### src/rtl/vga_timing.sv
// vga_timing: raster counters, sync pulses, blanking flags and start-of-frame strobe.
// Define VGA_TIMING_FRAME_CNT_EN to build the completed-frame counter.
module vga_timing #(
  parameter int H_ACTIVE = 1024,
  parameter int H_FP     = 24,
  parameter int H_SYNC   = 136,
  parameter int H_BP     = 160,
  parameter int V_ACTIVE = 768,
  parameter int V_FP     = 3,
  parameter int V_SYNC   = 6,
  parameter int V_BP     = 29,
  parameter bit SYNC_POL = 1'b0
) (
  input  logic        clk,
  input  logic        rst,
  input  logic        ce,
  output logic [10:0] hcount,
  output logic [9:0]  vcount,
  output logic        hsync,
  output logic        vsync,
  output logic        hblnk,
  output logic        vblnk,
  output logic        sof,
  output logic [15:0] frame_cnt
);
  localparam logic [10:0] H_LAST = 11'(H_ACTIVE + H_FP + H_SYNC + H_BP - 1);
  localparam logic [10:0] H_ACT  = 11'(H_ACTIVE);
  localparam logic [10:0] HS_BEG = 11'(H_ACTIVE + H_FP);
  localparam logic [10:0] HS_END = 11'(H_ACTIVE + H_FP + H_SYNC - 1);
  localparam logic [9:0]  V_LAST = 10'(V_ACTIVE + V_FP + V_SYNC + V_BP - 1);
  localparam logic [9:0]  V_ACT  = 10'(V_ACTIVE);
  localparam logic [9:0]  VS_BEG = 10'(V_ACTIVE + V_FP);
  localparam logic [9:0]  VS_END = 10'(V_ACTIVE + V_FP + V_SYNC - 1);
  logic [10:0] h_nxt;
  logic [9:0]  v_nxt;
  logic        line_end;
  logic        frame_end;
  always_comb begin
    line_end  = hcount == H_LAST;
    frame_end = line_end && vcount == V_LAST;
    h_nxt     = line_end ? 11'd0 : hcount + 11'd1;
    v_nxt     = line_end ? (frame_end ? 10'd0 : vcount + 10'd1) : vcount;
  end
  // Flags decode the next position so they line up with the registered counters.
  always_ff @(posedge clk or negedge rst)
    if (!rst) begin
      hcount <= '0;
      vcount <= '0;
      hsync  <= ~SYNC_POL;
      vsync  <= ~SYNC_POL;
      hblnk  <= 1'b0;
      vblnk  <= 1'b0;
      sof    <= 1'b0;
    end else if (ce) begin
      hcount <= h_nxt;
      vcount <= v_nxt;
      hsync  <= (h_nxt >= HS_BEG && h_nxt <= HS_END) ? SYNC_POL : ~SYNC_POL;
      vsync  <= (v_nxt >= VS_BEG && v_nxt <= VS_END) ? SYNC_POL : ~SYNC_POL;
      hblnk  <= h_nxt >= H_ACT;
      vblnk  <= v_nxt >= V_ACT;
      sof    <= frame_end;
    end
`ifdef VGA_TIMING_FRAME_CNT_EN
  always_ff @(posedge clk or negedge rst)
    if (!rst) frame_cnt <= '0;
    else if (ce && frame_end) frame_cnt <= frame_cnt + 16'd1;
`else
  assign frame_cnt = 16'h0000;
`endif
endmodule

### config.mk
export PLATFORM = sky130hd
export DESIGN_NAME = vga_timing
export DESIGN_NICKNAME = d
export VERILOG_FILES = /design/src/rtl/vga_timing.sv
export SDC_FILE = /design/constraint.sdc
export NUM_CORES = 1
export LEC_CHECK = 0
export ABC_AREA = 1
export BUFFER_PORTS_ARGS = -buffer_cell sky130_fd_sc_hd__buf_4
export CAP_MARGIN = 20
export CORE_MARGIN = 2
export CORE_UTILIZATION = 50
export DETAILED_ROUTE_END_ITERATION = 10
export GPL_ROUTABILITY_DRIVEN = 0
export PLACE_DENSITY = 0.75
export SKIP_LAST_GASP = 1
export SLEW_MARGIN = 20
export SYNTH_ARGS = -nofsm -noshare
export SYNTH_HDL_FRONTEND = slang
export SYNTH_SLANG_ARGS = --single-unit
export TNS_END_PERCENT = 10
### constraint.sdc
create_clock -name clk -period 4.6 [get_ports clk]
set_clock_uncertainty 0.1 [all_clocks]
set_input_delay 0.92 -clock clk [delete_from_list [all_inputs] [get_ports clk]]
set_output_delay 0.92 -clock clk [all_outputs]
set_load 0.02 [all_outputs]
### Word-level counts from Yosys, hierarchy flattened

Index checks and enable logic that the tools add are counted.

| operators by class | value |
|---|---|
| add/sub/neg operators | 2 |
| $mul | 0 |
| div/mod/pow operators | 0 |
| magnitude comparators | 6 |
| eq/ne operators | 2 |
| shift operators | 0 |
| multiplexer cells | 5 |
| bitwise operators | 0 |
| reduce and logical (&&, ||, !) cells | 3 |

Operators by type and width:

| kind | number |
|---|---|
| 11-bit greater-or-equal comparator, second input constant | 2 |
| 10-bit greater-or-equal comparator, second input constant | 2 |
| 10-bit 2-to-1 mux | 2 |
| 11-bit by 1-bit adder with 11-bit output, second input constant | 1 |
| 11-bit equality test, second input constant | 1 |
| 11-bit less-or-equal comparator, second input constant | 1 |
| 11-bit 2-to-1 mux | 1 |
| 10-bit by 1-bit adder with 10-bit output, second input constant | 1 |
| 10-bit equality test, second input constant | 1 |
| 10-bit less-or-equal comparator, second input constant | 1 |
| 1-bit logical AND | 3 |
| 1-bit 2-to-1 mux | 2 |

| storage, ports and cells | value |
|---|---|
| flip-flop bits (word level) | 26 |
| latch bits | 0 |
| memory bits (writable) | 0 |
| ROM bits | 0 |
| bits of input ports | 3 |
| output and inout bits | 42 |
| logic and storage cells | 25 |
| memories kept | 0 |

### Depth between registers and ports, before layout

| logic depth | value |
|---|---|
| word-level depth | 7 |
| depth in mapped cells | 13 |
| mapped depth without buffers | 13 |

### Least setup slack after synthesis

Ideal clock, no wire load.

| path | value |
|---|---|
| path type | register to register |
| from | register hcount[0] |
| to | register vsync |
| setup time | 73 ps |
| arrival | 1657 ps |
| data required time | 4427 ps |
| slack | 2770 ps |
| cell stages (with the launch flop) | 14 |
| path buffers | 0 |
| clock period less this slack | 1830 ps |
| path through | dfrtp_1 ha_1 nand2_2 nor2_4 nand2_2 nor2_4 nand3_2 nand2_2 inv_2 nand2_1 nand2_1 nand2_1 nor2_1 a21oi_1 |

| between the ends | value |
|---|---|
| cells in the longest elaborated chain, start to end | 7 |
| elaborated cells on any way between the ends | 8 |
| classes of those cells | order compare: 2; eq/ne: 1; mux: 3; reduce/logical: 2 |

RTL lines:

| element | line | source |
|---|---|---|
| from (decl) | 17 | `output logic [10:0] hcount,` |
| from (signal assigned) | 55 | `hcount <= h_nxt;` |
| 11-bit equality test * | 39 | `line_end = hcount == H_LAST;` |
| 1-bit logical AND | 40 | `frame_end = line_end && vcount == V_LAST;` |
| 10-bit 2-to-1 mux | 42 | `v_nxt = line_end ? (frame_end ? 10'd0 : vcount + 10'd1) : vcount;` |
| 10-bit 2-to-1 mux * | 42 |  |
| 10-bit greater-or-equal comparator or 10-bit less-or-equal comparator (tied branches) | 58 | `vsync <= (v_nxt >= VS_BEG && v_nxt <= VS_END) ? SYNC_POL : ~SYNC_POL;` |
| 1-bit logical AND * | 58 |  |
| 1-bit 2-to-1 mux * | 58 |  |
| to (signal assigned) | 50 | `vsync <= ~SYNC_POL;` |
| to (signal assigned) | 58 |  |
| to (decl) | 20 | `output logic vsync,` |

Mark *: on every way between the ends. The rest lies on a longest branch, timed or not.
A chain may end at the register's enable or synchronous reset.

==> summary.md <==
| Metric | Value |
|---|---|
| Outcome | finished clean |
| Area after DPL | between 2000 and 2500 um2 |
| CTS tree | built |
| WL/cell | approximately 12 um |
| Reg2reg start | hcount[0] |
| WHS Path Cells | 2 |
| Global route overflow | 0 |
| Reg2reg end | vsync |
| Fin Hold WS | 383.9 ps |
| Dominant synthesized flop cell | dfrtp_1 |
| Top post-synthesis cells by area | dfrtp_1 (31%), nand2_1 (14%), buf_4 (6.3%), nor2_1 (5.1%), nand3_1 (4.7%) |
| WS Path Type | in -> reg |
| Yosys reg bits | 26 |
| Yosys Warn Count | 0 |
| Synth cell types | 33 |
| EDFF count, synth | 0 |
| Vias per inst | between 5 and 6 |
| IO Count | 45 |
| Top cell type's share of synthesized area | 31.48% |
| Count leader, synth | nand2_1 |
| Num CTS Buffers | 3 |
| Postcts setup bufs | 0 |
| P_leak | roughly 1.1 nW |
| Data required, critical path | approximately 4700 ps |
| Reg clk slew, reported paths | 100 ps |
| Count of pins over their slew limit | 0 |
| Max Clk Rate | around 0.47 GHz |
| CTS Sinks | 26 |
| Die Wd | approximately 66 um |
| Core Util, Final | around three fifths |
| Arrival time at the worst endpoint | about 2200 ps |
| CTS H-Tree Depth | 1 |
| Period minus WS final | 2131 ps |
| Startpoint Class | primary input |
| DIE AREA | roughly 4300 um2 |
| Cell taking the most area after synthesis | dfrtp_1 |
| Post-CTS Hold Buffers | 0 |
| DRC errors left | 0 |
| Vias in the first global route | about 1,500 |
| Syn Area/Cell | between 7 and 8 um2 |
| Layout cells sized above 1 | between 20% and 30% |
| Synthesized area | approximately 1900 um2 |
| Total GRT Usage | around a fifth |
| Final setup fails | 0 |
| Hold path startpoint | hsync |
| # diodes | 0 |
| Number of fill cells | between 300 and 400 |
| Max transition margin | a little under three fifths |
| Post-DRT Antenna Nets | 0 |
| Post-route setup TNS | 0 ps |
| Core area | about 3700 um2 |
| Synth async-reset ratio | 100.0% |
| DP HPWL | between 3 and 4 mm |
| Final #Nets | about 300 |
| DRT Pass-1 Iters | 4 |
| Syn Inst Count | around 270 |
| Drt initial violations | 76 |
| Chip Height | 65.78 um |
| Clk_lat worst skew | roughly 270 ps |
| RSZ-0062 raised after global routing | no |
| Area Growth Syn to Fin | 13.51% |
| Post-cts resize count | 0 |
| Placed cell count | 338 |
| Slew at the pin closest to its max-slew limit | about 650 ps |
| Post-synthesis sequential area ratio | about a third |
| Post-route cell area | roughly 2200 um2 |
| Final period utilization | 46.32% |
| Initial antenna violation count | 0 |
| Max-Cap Viols | 0 |
| FF-to-FF path depth | 10 |
| Fin. Hold Viols | 0 |
| Hold WC Path Type | reg -> reg |
| Flop2flop setup slack | between 2000 and 3000 ps |
| Global-route wire length before repair | between 7 and 8 mm |
| CP Capture Type | register |
| Total wire length | 4.069 mm |
| Clock Tree Buf Depth | 2 |
| I/O Buffers | 28 |
| Num rows | 22 |
| Vias | approximately 1,700 |
| Largest net degree at the start of global routing | 28 |
| PD cells | between 400 and 500 nW/um2 |
| Initial Util | between 50% and 60% |
| Post-layout instance count excluding filler cells | 342 |
| Root buf cell | clkbuf_8 |
| Worst-path maximum fanout | 27 |
| Top cells by count, synth | nand2_1 (72), nor2_1 (26), dfrtp_1 (24) |
| Hold endpoint | hsync |
| Worst VDD drop | 0.2581 mV |
## stage by stage
step	power, mW	setup slack, ps
6_report	0.8798	2469
5_1_grt	0.9482	2333
4_1_cts	0.8874	2477
3_5_place_dp	0.6928	2174
3_3_place_gp	0.6904	2225
2_1_floorplan	0.5811	2770
## layout by cell type (no fill, tap or decap)
cell type / netlist / layout
nor2_1: 26 / 26
buf_4: 16 / 28
clkinv_1: 1 / 1
o22ai_1: 1 / 1
clkbuf_8: 0 / 3
nor3_1: 3 / 3
o21ai_0: 18 / 18
a31oi_1: 1 / 1
or2_2: 1 / 1
nand2_1: 72 / 72
nand3_4: 1 / 1
dfrtp_1: 24 / 24
nor4_1: 1 / 1
bufinv_16: 0 / 1
ha_1: 4 / 4
xor2_1: 8 / 8
xnor2_1: 1 / 1
dfstp_2: 2 / 2
nand4_1: 5 / 5
nor2_4: 4 / 4
conb_1: 1 / 16
inv_2: 5 / 5
or2_1: 1 / 1
nand3_1: 18 / 18
inv_1: 22 / 22
nor3_2: 2 / 2
o21ai_1: 1 / 1
o21ai_2: 2 / 2
nand2_2: 7 / 7
nand3_2: 4 / 4
nor2_2: 6 / 6
a21oi_1: 5 / 5
## worst max-delay path, cell delays in order
cell and delay, ps:
buf_4 210, clkinv_1 580, nor2_2 300, nand2_1 80, nor2_1 80, a21oi_1 60
## power by group
part	internal (mW)	switching [mW]	total, mW
sequential	0.275	0.0810	0.356
combinational	0.126	0.208	0.334
clock	0.116	0.0741	0.191
## cell families (layout without fill, tap and decap cells)
kind of cell / Yosys count / in the layout / share of synthesized area [%]
simple gates: 151 / 151 / 38.10
buf+inv: 49 / 60 / 12.85
compound gates: 28 / 28 / 7.869
flops: 26 / 26 / 34.23
xor+xnor: 9 / 9 / 4.131
fa+ha+maj: 4 / 4 / 2.623
other cells: 1 / 16 / 0.1965
## how the worst max path moves through the flow
| stage | cells past startpoint | slack, ps | startpoint | end |
|---|---|---|---|---|
| 2_1_floorplan | 13 | 2770 | hcount[0] | vsync |
| 3_3_place_gp | 6 | 2220 | ce | vsync |
| 3_5_place_dp | 6 | 2170 | ce | vsync |
| 4_1_cts | 6 | 2480 | ce | vsync |
| 5_1_grt | 6 | 2330 | ce | vsync |
| 6_report | 6 | 2470 | ce | vsync |
## state kept, by name (all words and copies together) (netlist names)
| register | flops |
|---|---|
| vcount | 10 |
| hblnk | 1 |
| hcount | 11 |
| vblnk | 1 |
| sof | 1 |
| vsync | 1 |
| hsync | 1 |
## cell type report
class,instances,area (um2),share of cell area (%)
flip-flops and latches,26,653.1,30.16
clock buffers,3,41.29,1.906
multi-input cells,208,1066,49.22
clock inverters,1,30.03,1.386
inverters,28,105.1,4.853
repair buffers,28,210.2,9.705
well taps,48,60.06,2.773
## metal layers
| layer | vias to the layer above | wire length [um] | GRT usage (%) |
|---|---|---|---|
| met4 | 0 | 21 | 4.948 |
| met5 | - | 0 | 0 |
| met3 | 4 | 215 | 2.385 |
| met1 | 788 | 1954 | 29.72 |
| li1 | 868 | - | - |
| met2 | 53 | 1877 | 33.08 |
Power figures use the tool's default switching activity.
